==> src/rtl/mastermind_pkg.sv <==
// Shared types and helpers for the Mastermind controller.
// Defines shape codes, controller states, pattern sizing and shape-validity checks.
package mastermind_pkg;

    localparam int NUM_SLOTS = 4;
    localparam int SHAPE_W   = 3;
    localparam int PATTERN_W = NUM_SLOTS * SHAPE_W;

    typedef enum logic [SHAPE_W-1:0] {
        SHAPE_NONE = 3'b000,
        SHAPE_1    = 3'b001,
        SHAPE_2    = 3'b010,
        SHAPE_3    = 3'b011,
        SHAPE_4    = 3'b100,
        SHAPE_5    = 3'b101,
        SHAPE_6    = 3'b110,
        SHAPE_BAD  = 3'b111
    } shape_t;

    typedef enum logic [2:0] {
        IDLE,
        LOAD,
        PLAY,
        GRADE,
        WON,
        LOST
    } ctrl_state_t;

    function automatic logic is_valid_shape(input logic [SHAPE_W-1:0] s);
        return (s != SHAPE_NONE) && (s != SHAPE_BAD);
    endfunction

    function automatic logic guess_all_valid(input logic [PATTERN_W-1:0] g);
        logic ok;
        ok = 1'b1;
        for (int i = 0; i < NUM_SLOTS; i++) begin
            ok = ok & is_valid_shape(g[i*SHAPE_W +: SHAPE_W]);
        end
        return ok;
    endfunction

endpackage

==> src/rtl/mastermind_controller_round_counter.sv <==
// Saturating round counter: clear has priority, increments stop at limit.
// Ports: clock, reset, clear, incr, limit -> count, at_limit.
module round_counter #(
    parameter int WIDTH = 4
) (
    input  logic             clock,
    input  logic             reset,
    input  logic             clear,
    input  logic             incr,
    input  logic [WIDTH-1:0] limit,
    output logic [WIDTH-1:0] count,
    output logic             at_limit
);

    assign at_limit = (count >= limit);

    always_ff @(posedge clock or posedge reset) begin
        if (reset) begin
            count <= '0;
        end else if (clear) begin
            count <= '0;
        end else if (incr && !at_limit) begin
            count <= count + 1'b1;
        end
    end

endmodule

==> src/rtl/mastermind_controller.sv <==
// Mastermind top-level sequencer: pattern load gating, guess hand-off, win/loss.
// Ports: clock/reset; start_game; load_req/load_shape/load_loc -> loading_shape,
//   master_loaded, loaded_mask; guess_valid/guess -> grade_req, guess_q;
//   grade_valid/znarly/zood -> round_num, game_won, game_over.
// Build option MASTERMIND_GUESS_CHECK_EN: reject guesses with 000/111 slots,
//   adds guess_err output.
module mastermind_controller
    import mastermind_pkg::*;
#(
    parameter int MAX_ROUNDS = 8,
    parameter int ROUND_W    = 4
) (
    input  logic                 clock,
    input  logic                 reset,
    input  logic                 start_game,
    input  logic                 load_req,
    input  logic [SHAPE_W-1:0]   load_shape,
    input  logic [1:0]           load_loc,
    output logic                 loading_shape,
    output logic                 master_loaded,
    output logic [NUM_SLOTS-1:0] loaded_mask,
    input  logic                 guess_valid,
    input  logic [PATTERN_W-1:0] guess,
    output logic                 grade_req,
    output logic [PATTERN_W-1:0] guess_q,
    input  logic                 grade_valid,
    input  logic [2:0]           znarly,
    input  logic [2:0]           zood,
`ifdef MASTERMIND_GUESS_CHECK_EN
    output logic                 guess_err,
`endif
    output logic [ROUND_W-1:0]   round_num,
    output logic                 game_won,
    output logic                 game_over
);

    ctrl_state_t state, nextState;

    logic [NUM_SLOTS-1:0] maskQ;
    logic [NUM_SLOTS-1:0] maskSet;
    logic                 gradeReqQ;
    logic [PATTERN_W-1:0] guessQ;
    logic                 startNew;
    logic                 loadAccept;
    logic                 guessOk;
    logic                 guessAccept;
    logic                 gradeDone;
    logic                 isWin;
    logic                 lastRound;
    logic [ROUND_W-1:0]   roundCount;
    logic                 unusedAtLimit;
    logic                 unusedZood;

    // Zood is informational only; the controller decides on znarly alone.
    assign unusedZood = ^zood;

    // A new game may only begin from a resting state; a load in the
    // same cycle is dropped because loadAccept requires LOAD.
    assign startNew = start_game &&
        (state == IDLE || state == WON || state == LOST);

    assign loadAccept = (state == LOAD) && load_req &&
        is_valid_shape(load_shape) && !maskQ[load_loc];

    assign maskSet = loadAccept ?
        (NUM_SLOTS'(1) << load_loc) : '0;

`ifdef MASTERMIND_GUESS_CHECK_EN
    assign guessOk   = guess_all_valid(guess);
    assign guess_err = (state == PLAY) && guess_valid && !guessOk;
`else
    assign guessOk   = 1'b1;
`endif

    assign guessAccept = (state == PLAY) && guess_valid && guessOk;
    assign gradeDone   = (state == GRADE) && grade_valid;
    assign isWin       = (znarly == 3'd4);
    // The round being graded is the last one when the count is one short.
    assign lastRound   = (roundCount == ROUND_W'(MAX_ROUNDS - 1));

    always_comb begin
        nextState = state;
        unique case (state)
            IDLE, WON, LOST: begin
                if (startNew) nextState = LOAD;
            end
            LOAD: begin
                if ((maskQ | maskSet) == '1) nextState = PLAY;
            end
            PLAY: begin
                if (guessAccept) nextState = GRADE;
            end
            GRADE: begin
                if (gradeDone) begin
                    if (isWin)          nextState = WON;
                    else if (lastRound) nextState = LOST;
                    else                nextState = PLAY;
                end
            end
            default: nextState = IDLE;
        endcase
    end

    always_ff @(posedge clock or posedge reset) begin
        if (reset) begin
            state     <= IDLE;
            maskQ     <= '0;
            gradeReqQ <= 1'b0;
            guessQ    <= '0;
        end else begin
            state     <= nextState;
            gradeReqQ <= guessAccept;
            if (startNew) maskQ <= '0;
            else          maskQ <= maskQ | maskSet;
            if (guessAccept) guessQ <= guess;
        end
    end

    round_counter #(
        .WIDTH(ROUND_W)
    ) u_round (
        .clock   (clock),
        .reset   (reset),
        .clear   (startNew),
        .incr    (gradeDone),
        .limit   (ROUND_W'(MAX_ROUNDS)),
        .count   (roundCount),
        .at_limit(unusedAtLimit)
    );

    assign loading_shape = loadAccept;
    assign loaded_mask   = maskQ;
    assign master_loaded = (state == PLAY) || (state == GRADE) ||
                           (state == WON)  || (state == LOST);
    assign grade_req     = gradeReqQ;
    assign guess_q       = guessQ;
    assign round_num     = roundCount;
    assign game_won      = (state == WON);
    assign game_over     = (state == WON) || (state == LOST);

endmodule
==> config.mk <==
export PLATFORM = sky130hd
export DESIGN_NAME = mastermind_controller
export DESIGN_NICKNAME = d
export VERILOG_FILES = /design/src/rtl/mastermind_pkg.sv /design/src/rtl/mastermind_controller_round_counter.sv /design/src/rtl/mastermind_controller.sv
export SDC_FILE = /design/constraint.sdc
export NUM_CORES = 1
export LEC_CHECK = 0
export BUFFER_PORTS_ARGS = -buffer_cell sky130_fd_sc_hd__buf_2
export CORE_AREA = 2 2 49 62
export DETAILED_ROUTE_END_ITERATION = 12
export DIE_AREA = 0 0 51 64
export PLACE_DENSITY = 0.92
export REMOVE_ABC_BUFFERS = 1
export SYNTH_ARGS = -nofsm -noshare
export SYNTH_HDL_FRONTEND = slang
export SYNTH_SLANG_ARGS = --single-unit
==> constraint.sdc <==
create_clock -name clock -period 4.5 [get_ports clock]
set_clock_uncertainty 0.1 [all_clocks]
set_input_delay 0.225 -clock clock [delete_from_list [all_inputs] [get_ports clock]]
set_output_delay 0.225 -clock clock [all_outputs]
set_load 0.05 [all_outputs]
Yosys cells after proc, flatten, opt, wreduce, memory -nomap -nowiden
Index checks and enable logic that the tools add are counted.

Input port bits: 29. Register bits after elaboration: 24. Word-level logic and storage cells: 57. Output and inout bits: 25.

Bitwise gates (word level): 1. Shifts and indexed selects: 1. Reduce and logical (&&, ||, !) cells: 21. Multiplexer cells: 13. Add/sub/neg operators: 1. Eq/ne operators: 13. Magnitude comparators: 2.

Operators with widths (number): two-way mux 3 bit (6); two-way mux 4 bit (4); one-hot mux 3 bit (4 select lines) (1); == test 3 bit (second input constant) (3); logical AND 1 bit (8); == test 3 x 2 -> 1 bit (second input constant) (2); logical OR 1 bit (6); adder 4 x 1 -> 4 bit (second input constant) (1); == test 4 x 3 -> 1 bit (second input constant) (1); == test 4 bit (second input constant) (1); greater-or-equal comparator 4 bit (second input constant) (1); != test 2 x 1 -> 1 bit (second input constant) (2); != test 2 bit (second input constant) (2); bitwise OR 4 bit (1); AND reduction 4 bit (1); << shifter 1 x 2 -> 4 bit (first input constant) (1); == test 3 x 1 -> 1 bit (second input constant) (1); zero test 3 bit (1); < comparator 2 x 3 -> 1 bit (second input constant) (1); != test 3 bit (second input constant) (1); nonzero test 3 bit (1); OR reduction 3 bit (1); binary-select mux 1 bit (select 2 bit) (1); zero test 1 bit (2); other kinds (2) (2).

Logic depth before layout (Yosys ltp)
Gate-level depths: netlist of run 1.

Word-level depth: 9. Mapped depth: 5. Gate-level depth less buffers: 5.

Cells and area by module
A second synthesis of run 1 with hierarchy kept.

Cell total of the unflattened synthesis: 123. Area, all modules: 1325.0 um^2.

By module, submodules not included: mastermind_controller (instances 1, seq. area each 500.5 um^2, cells an instance 92, area each 1033.5 um^2); round_counter (instances 1, seq. area each 100.1 um^2, cells an instance 31, area each 291.5 um^2).

Worst setup path before layout of run 1
Ideal clock, no wire load.

Path kind: register to output. From: register maskQ[3] (netlist: loaded_mask[3]). To: output port loading_shape. Arrival: 2545 ps. Required time: 4175 ps. Stages on the path, launching flop included: 3. Setup slack: 1630 ps. Cell sequence: dfrtp_1 mux4_2 nor4_1.

Cells in the longest elaborated chain, start to end: 4.

RTL lines: start: declaration (line mastermind_controller.sv:39) `logic [NUM_SLOTS-1:0] maskQ;`; start signal: assignment (line mastermind_controller.sv:114) `else maskQ <= maskQ | maskSet;`; binary-select mux 1 bit (select 2 bit) (line mastermind_controller.sv:63) `is_valid_shape(load_shape) && !maskQ[load_loc];`; two-way mux 1 bit (not written as such) (line mastermind_controller.sv:63); zero test 1 bit (line mastermind_controller.sv:63); logical AND 1 bit (line mastermind_controller.sv:63); end: declaration (line mastermind_controller.sv:19) `output logic loading_shape,`.

Every way passes these cells. The select of a mux whose other input is x is not followed.

Worst setup path after layout of run 1
From: register state[1]. To: register guessQ[1] (netlist: guess_q[1]).

Cells in the longest elaborated chain, start to end: 2.

RTL lines: start: declaration (line mastermind_controller.sv:37) `ctrl_state_t state, nextState;`; start signal: assignment (line mastermind_controller.sv:111) `state <= nextState;`; == test 3 x 2 -> 1 bit (line mastermind_controller.sv:75) `assign guessAccept = (state == PLAY) && guess_valid && guessOk;`; logical AND 1 bit (line mastermind_controller.sv:75); end signal: assignment (line mastermind_controller.sv:115) `if (guessAccept) guessQ <= guess;`; end: declaration (line mastermind_controller.sv:42) `logic [PATTERN_W-1:0] guessQ;`.

Every way passes these cells. A chain may end at the register's enable or synchronous reset.

==> impl_metrics.ini, run 1 <==
[final_layout]
layout.area.seq_sq_um = 601
nFillCells = 230
fin_cells = 196
area_growth_pct = 21.7
fin_util = 0.603
drive_above_1_share = 0.438
multi_input_area_sq_um = 643
diodes = 0
final_nets = 197

[floorplan]
die_area_sq_um = 3260
chipHeight_um = 64
rows = 21
fp.dieW_um = 51
core_sq_um = 2650
start_util = 0.495
io_pins = 54

[worst_hold_path]
hold_path.startpoint = guess[3]
min_path_type = in2reg

[cts]
cts_buffers = 3
clk-insertion-delay-late_ns = 0.30
clk_path_buf_depth = 2
cts_root_buffer = clkbuf_4
postCtsSetupBuffers = 0
cts_tree = done
h-tree-depth = 1
clkSinkCount = 24
clk_pin_slew_worst_paths_ns = 0.11

[critical_path]
crit_start = state[1]
critPathCaptureType = flop
ff2ff_path_depth = 3
cp_max_fo = 13
start_kind = flop
r2r_setup_slack_ns = 2.22
arrival_ns = 2.38
r2r_end = guess_q[1]
critPathCapture = guess_q[1]
reg2reg_from = state[1]
critical_path_class = reg2reg
critical_path_required_ns = 4.60

[grt]
overflow = 0
grt_max_degree = 25
grt_pass1_vias = 1056
grt_antenna_before_repair = 0
gr-usage-met3 = 0.0140
grt_util_met2 = 0.310
top_usage_layer = met2
grt_usage = 0.173
grt_pass1_wl_um = 4380
met1_usage = 0.206

[timing]
rsz0062_at_grt = false
drv_slew = 0
setup_viol = 0
slew_headroom = 0.394
tightest_slew_ns = 0.904
tns_ns = 0
period_share = 0.507
min_period_ns = 2.28
hold_viol_final = 0
max_freq_ghz = 0.438

[power]
vdd_drop_max_mv = 0.483
cellLeakagePower_nw = 0.777
power.density_nw_per_um2 = 747

[route]
first_iter_violations = 39
ant_nets = 0
avgRoutedWirePerCell_um = 13.2
drc_errors = 0
num_vias = 1054
vias_per_cell = 5.38
routed_wl_um = 2580
first_pass_iters = 4

[logic_synthesis]
syn_inst = 114
async_flop_share = 1.00
synth_edf_count = 0
syn_area_sq_um = 1310
syn_area_per_cell_sq_um = 11.5
seq_area_frac_synth = 0.457
yosys_warnings = 0
synth.distinct_cells = 35
synthFlopType = dfrtp_1
ys_seq_elements = 24

[run]
cap_violations = 0

[status]
status = complete, no violations

[placed_design]
gp_congestion = 0.772
portBuffers = 50
place_inst = 192
place.detailed.hpwl_um = 2100
cells in the mapped netlist (all sizes together) (3+ instances only):
master / n / area (sq um)
dfrtp: 24 / 601
mux2: 13 / 150
nor2: 10 / 37.5
inv: 8 / 30.0
nor3: 5 / 25.0
nor3b: 5 / 47.5
nor4: 5 / 31.3
a31oi: 4 / 25.0
buf: 4 / 32.5
ha: 4 / 50.1
and2: 3 / 18.8
nand2: 3 / 11.3
o41ai: 3 / 26.3
cell usage in the layout (no fill, tap or decap), types with 2 or more instances in the layout:
master	instances
buf_2	50
xnor2_1	2
nor3b_1	3
and2_1	3
nor3_1	5
ha_1	4
dfrtp_1	24
nand3b_1	2
nor2_1	10
mux2_2	12
nor4_1	5
a31oi_1	4
nor3b_2	2
and3b_1	2
inv_1	8
o41ai_1	3
clkbuf_4	3
nand2_1	3
metrics by stage:
stage | setup slack (ns) | power (mW) | hold WS [ns] | cell area [sq um]
3_3_place_gp | 2.30 | 1.09 | 0.324 | 1570
5_1_grt | 2.05 | 1.27 | 0.0314 | 1600
3_5_place_dp | 2.17 | 1.12 | 0.340 | 1570
2_1_floorplan | 1.63 | 0.948 | 0.140 | 1270
4_1_cts | 2.17 | 1.20 | 0.0382 | 1600
6_report | 2.22 | 1.19 | 0.0429 | 1600
critical path, stage by stage (launching register included):
cell,delay [ns]
dfrtp_1,0.58
nand2b_1,0.26
nor3b_2,0.81
mux2_2,0.42
what timing repair did:
action                                 CTS  global route
gates resized for setup                  0             0
endpoints found under the hold margin   15             0
hold buffers                             1             0
registers in the layout, indices dropped and copies added (netlist names):
name / count
guess_q: 12
grade_req: 1
u_round.count: 4
state: 3
loaded_mask: 4
final cells by class:
class | instances | area share
Tap cell | 34 | 0.0266
Sequential cell | 24 | 0.376
Multi-Input combinational cell | 76 | 0.402
Timing Repair Buffer | 51 | 0.163
Inverter | 8 | 0.0188
Clock buffer | 3 | 0.0141
logic make-up after synthesis:
group,share of synthesized area
AOI/OAI and AO/OA,0.0914
xor gates and xnor gates,0.0133
adders and majority gates,0.0381
buffers and inverters,0.0533
DFF,0.457
muxes,0.139
and+or+nand+nor,0.208
routing by layer:
metal | vias up | wire length (um)
met4 | 0 | 54
li1 | 512 | -
met5 | - | 0
met1 | 498 | 1060
met2 | 38 | 1350
met3 | 6 | 119
power by group:
| part | internal, mW | total, mW | switching (mW) |
|---|---|---|---|
| sequential | 0.308 | 0.398 | 0.0908 |
| clock | 0.0312 | 0.0870 | 0.0558 |
| combinational | 0.219 | 0.709 | 0.491 |
worst min-delay path by stage:
| stage | depth (start not counted) | end | slack, ns |
|---|---|---|---|
| after CTS | 2 | guess_q[5] | 0.04 |
| after detailed placement | 2 | guess_q[10] | 0.34 |
| after floorplan | 1 | grade_req | 0.14 |
| after global placement | 2 | guess_q[0] | 0.32 |
| final | 2 | guess_q[3] | 0.04 |
| after global routing | 2 | guess_q[3] | 0.03 |
(Power assumes the default switching activity.)
==> run 2, diff against run 1 <==
Settings changed: CORE_AREA 2 2 49 62 to 2 2 53 67, DIE_AREA 0 0 51 64 to 0 0 55 69, PLACE_DENSITY 0.92 to 0.84.
Clock period 4.5 ns to 1.8 ns, I/O delays scaled along.
==> run 2 against run 1 <==
Global-route usage down 0.78 points. Setup slack worse by 2.2 ns. Core utilization down 1.3 points. Combinational power rose to 2.8 times the previous value. Fmax up 31%. Sequential power up 140%. Critical endpoint is now state[0]. Largest power group unchanged.
==> impl_metrics.ini, run 2 (synthesis gave the netlist of run 1 again) <==
[placed_design]
placed_area_sq_um = 1660
place.detailed.hpwl_um = 2100
dp_worst_setup_slack_ns = 0.0429
gp_congestion = 0.819
portBuffers = 50

[cts]
h-tree-depth = 1
cts_root_buffer = clkbuf_8
clk-insertion-delay-late_ns = 0.26
cts_buffers = 3
postCtsSetupBuffers = 0
clk_path_buf_depth = 2
clkSinkCount = 24
cts_tree = done
clk_pin_slew_worst_paths_ns = 0.08

[power]
power.density_nw_per_um2 = 1770
total_power_mw = 3.29
vdd_drop_max_mv = 1.40
cellLeakagePower_nw = 0.906

[critical_path]
start_kind = flop
reg2reg_from = state[0]
crit_start = state[0]
critical_path_class = reg2reg
critical_path_required_ns = 1.84
arrival_ns = 1.78
critPathCaptureType = flop
cp_max_fo = 5

[route]
avgRoutedWirePerCell_um = 12.7
routed_wl_um = 2840
num_vias = 1131
ant_nets = 0
drc_errors = 0
first_pass_iters = 4
vias_per_cell = 5.05
first_iter_violations = 13

[final_layout]
design_area_sq_um = 1870
final_common_cell = buf_2
layout_common_cells = buf_2, dfrtp_1, dlygate4sd3_1, buf_4, mux2_2
area_growth_pct = 42.0
final_nets = 221
diodes = 0
drive_above_1_share = 0.471
largest_reg_flops = 12

[timing]
hold_viol_final = 0
fin_ws_ns = 0.0613
period_share = 0.966
rsz0062_at_grt = false
min_period_ns = 1.74
slew_headroom = 0.701
max_freq_ghz = 0.575
drv_slew = 0
tightest_slew_ns = 0.442
setup_viol = 0

[run]
cap_violations = 0

[grt]
grt_antenna_before_repair = 0
grt_max_degree = 25
overflow = 0
grt_usage = 0.166
grt_pass1_vias = 1115
grt_pass1_wl_um = 4750

[floorplan]
core_sq_um = 3170
rows = 23
die_area_sq_um = 3800
io_pins = 54
fp.dieW_um = 55
start_util = 0.415
chipHeight_um = 69

[worst_hold_path]
hold_path.startpoint = load_loc[0]
min_path_type = in2reg

[status]
status = complete, no violations
## run 2: changes by cell type in the layout (fill, tap and decap cells not counted), sizes merged
cell	change
clkbuf	+1
buf	+12
dlygate4sd3	+12
## run 2: area by class of cell
type | instances | area, sq um
inverters | 8 | 30.0
clock buffers | 4 | 55.1
flip-flops and latches | 24 | 602
fillers | 279 | 1300
multi-input cells | 76 | 659
repair buffers | 75 | 473
well taps | 37 | 46.3
## run 2: critical path: stages (launching register included)
cell and delay [ns]:
dfrtp_2 0.44, nor2b_1 0.14, buf_4 0.15, o32ai_4 0.21
and3b_1 0.20, a2111o_1 0.38
## run 2: power by group
part           internal [mW]  leakage, nW  switching, mW
sequential             0.773        0.296          0.166
combinational          0.680        0.581           1.32
clock                  0.195       0.0288          0.156
total                   1.65        0.906           1.64
## run 2: what timing repair did
item | CTS | global route
pin swaps | 0 | 0
hold buffers | 13 | 0
hold endpoints to repair | 36 | 0
resized for setup | 1 | 4
setup endpoints to repair | 1 | 3
cloned | 0 | 0
## run 2: routing by layer
metal | vias to the layer above | global-route usage | share of wire
met5 | - | 0 | 0
met2 | 36 | 0.288 | 0.53
met4 | 0 | 0.0732 | 0.013
li1 | 560 | - | -
met3 | 4 | 0.0303 | 0.063
met1 | 531 | 0.185 | 0.39
## run 2: per-stage QoR
step | utilization | TNS [ns] | instances | hold WS, ns
floorplan | - | -3.12 | 108 | 0.00462
global placement | 0.525 | 0 | 207 | 0.0431
detailed placement | 0.525 | 0 | 207 | 0.0440
CTS | 0.584 | 0 | 224 | 0.0986
global route | 0.589 | 0 | 224 | 0.134
finish | 0.589 | 0 | 224 | 0.102
## run 2: final timing paths
path	to	slack [ns]	cells past startpoint
worst max-delay path	state[0]	0.06	5
worst min-delay path	loaded_mask[1]	0.10	3
worst max register to register	state[0]	0.06	5
worst min register to register	guess_q[9]	0.40	1
max in group asynchronous	state[0]	1.04	4
min in group asynchronous	state[1]	0.31	4
==> run 3, diff against run 2 <==
Settings changed: BUFFER_PORTS_ARGS -buffer_cell sky130_fd_sc_hd__buf_2 to unset, CORE_AREA 2 2 53 67 to 2 2 47 60, DIE_AREA 0 0 55 69 to 0 0 49 62, DONT_BUFFER_PORTS set to 1, PLACE_DENSITY 0.84 to 0.82.
==> run 3 against run 2 <==
Die area shrank 20%. Fmax shrank 0.72%. Total power shrank 4.1%. Count of clock-buffer cells in the layout shrank 1. Global-route usage grew 3.5 points. First-iteration DRC count shrank 15%. Largest power group unchanged. Critical path type unchanged. Sequential cell count is the same.
==> impl_metrics.ini, run 3 (synthesis gave the netlist of run 1 again) <==
[status]
status = complete, no violations

[grt]
overflow = 0
grt_pass1_wl_um = 4530
grt_pass1_vias = 1076
grt_antenna_before_repair = 0
grt_usage = 0.201
grt_max_degree = 25

[cts]
clk_pin_slew_worst_paths_ns = 0.11
clk_path_buf_depth = 2
clkSinkCount = 24
h-tree-depth = 1
cts_tree = done
cts_buffers = 3
cts_root_buffer = clkbuf_4
clk-insertion-delay-late_ns = 0.29

[power]
p_int_mw = 1.51
p_seq_frac = 0.458
clockPowerShare = 0.068
cellLeakagePower_nw = 0.740
vdd_drop_max_mv = 1.18
p_sw_frac = 0.521
p_sw_mw = 1.64
power.density_nw_per_um2 = 1860
p_comb_frac = 0.474

[final_layout]
fin_util = 0.667
final_nets = 185
layout_common_cells = dfrtp_1, buf_4, dlygate4sd3_1
fin_cells = 184
largest_reg_flops = 12
drive_above_1_share = 0.340
area_growth_pct = 29.3
diodes = 0
design_area_sq_um = 1700

[placed_design]
place_inst = 161
gp_congestion = 0.802
dp_worst_setup_slack_ns = -0.00315
portBuffers = 0
place.detailed.hpwl_um = 2170
placed_area_sq_um = 1470

[worst_hold_path]
min_path_type = in2reg

[critical_path]
r2r_setup_slack_ns = 0.05
critical_path_required_ns = 1.88
start_kind = flop
critPathCaptureType = flop
cp_max_fo = 7
arrival_ns = 1.84
critical_path_class = reg2reg

[route]
first_pass_iters = 5
highest_layer = met4
vias_per_cell = 5.66
num_vias = 1041
first_iter_violations = 11
met1_length_um = 1020
drc_errors = 0
wl_met2_um = 1660
route.met3.wl_um = 170
routed_wl_um = 2960
avgRoutedWirePerCell_um = 16.1
ant_nets = 0

[timing]
fin_ws_ns = 0.0486
slew_headroom = 0.408
hold_viol_final = 0
drv_slew = 0
min_period_ns = 1.75
tightest_slew_ns = 0.886
setup_viol = 0
rsz0062_at_grt = true
period_share = 0.973
max_freq_ghz = 0.571

[floorplan]
start_util = 0.515
rows = 21
core_sq_um = 2550
fp.dieW_um = 49
io_pins = 54
die_area_sq_um = 3040
chipHeight_um = 62

[run]
cap_violations = 0
run 3: cell types whose count changed in the layout (fill, tap and decap cells not counted):
cell | before | now
buf_4 | 13 | 22
dfrtp_1 | 23 | 22
inv_1 | 8 | 7
buf_2 | 49 | 0
clkbuf_4 | 0 | 3
buf_6 | 0 | 2
dfrtp_2 | 1 | 2
clkbuf_8 | 4 | 0
clkinvlp_4 | 0 | 1
dlygate4sd3_1 | 13 | 15
run 3: worst max-delay path: stages (launching register included):
cell	delay, ns
dfrtp_1	0.46
nand4bb_4	0.30
nor4_1	0.27
nor4b_1	0.11
a2111o_1	0.40
run 3: cell type report:
type                            instances  area (sq um)
Clock buffer                            3          22.5
Fill cell                             196           850
Inverter                                8          33.8
Multi-Input combinational cell         76           659
Sequential cell                        24           603
Tap cell                               34          42.5
Timing Repair Buffer                   39           338
run 3: per-layer routing:
metal,vias to the layer above,global-route usage
li1,487,-
met4,0,0.135
met5,-,0
met1,492,0.182
met2,50,0.417
met3,12,0.0335
run 3: final timing paths:
| path | cells past startpoint | to | from |
|---|---|---|---|
| min | 2 | grade_req | guess_valid |
| max in group asynchronous | 2 | state[1] | reset |
| min in group asynchronous | 2 | guess_q[1] | reset |
| min reg2reg | 1 | state[2] | state[2] |
| max | 4 | state[0] | state[2] |
| max reg2reg | 4 | state[0] | state[2] |
run 3: timing repair:
item | CTS | global route
endpoints found under the setup margin | 1 | 17
gates cloned | 0 | 0
endpoints found under the hold margin | 40 | 0
buffers inserted | 1 | 4
resized for setup | 1 | 6
hold buffers | 15 | 0
pin swaps | 0 | 2
run 3: power by group through the flow:
stage               registers, mW  logic (mW)  clock network, mW
floorplan                    1.70       0.670                  0
global placement             1.43        1.29                  0
detailed placement           1.45        1.33                  0
CTS                          1.44        1.38              0.231
global route                 1.47        1.60              0.256
finish                       1.45        1.50              0.214
run 3: metrics by stage:
step                      setup TNS (ns)  hold slack, ns  power (mW)
after floorplan                    -3.12         0.00462        2.37
after global placement                 0          0.0837        2.72
after detailed placement        -0.00315           0.112        2.78
after CTS                              0          0.0420        3.05
after global routing             -0.0993        -0.00116        3.33
final                                  0          0.0196        3.16
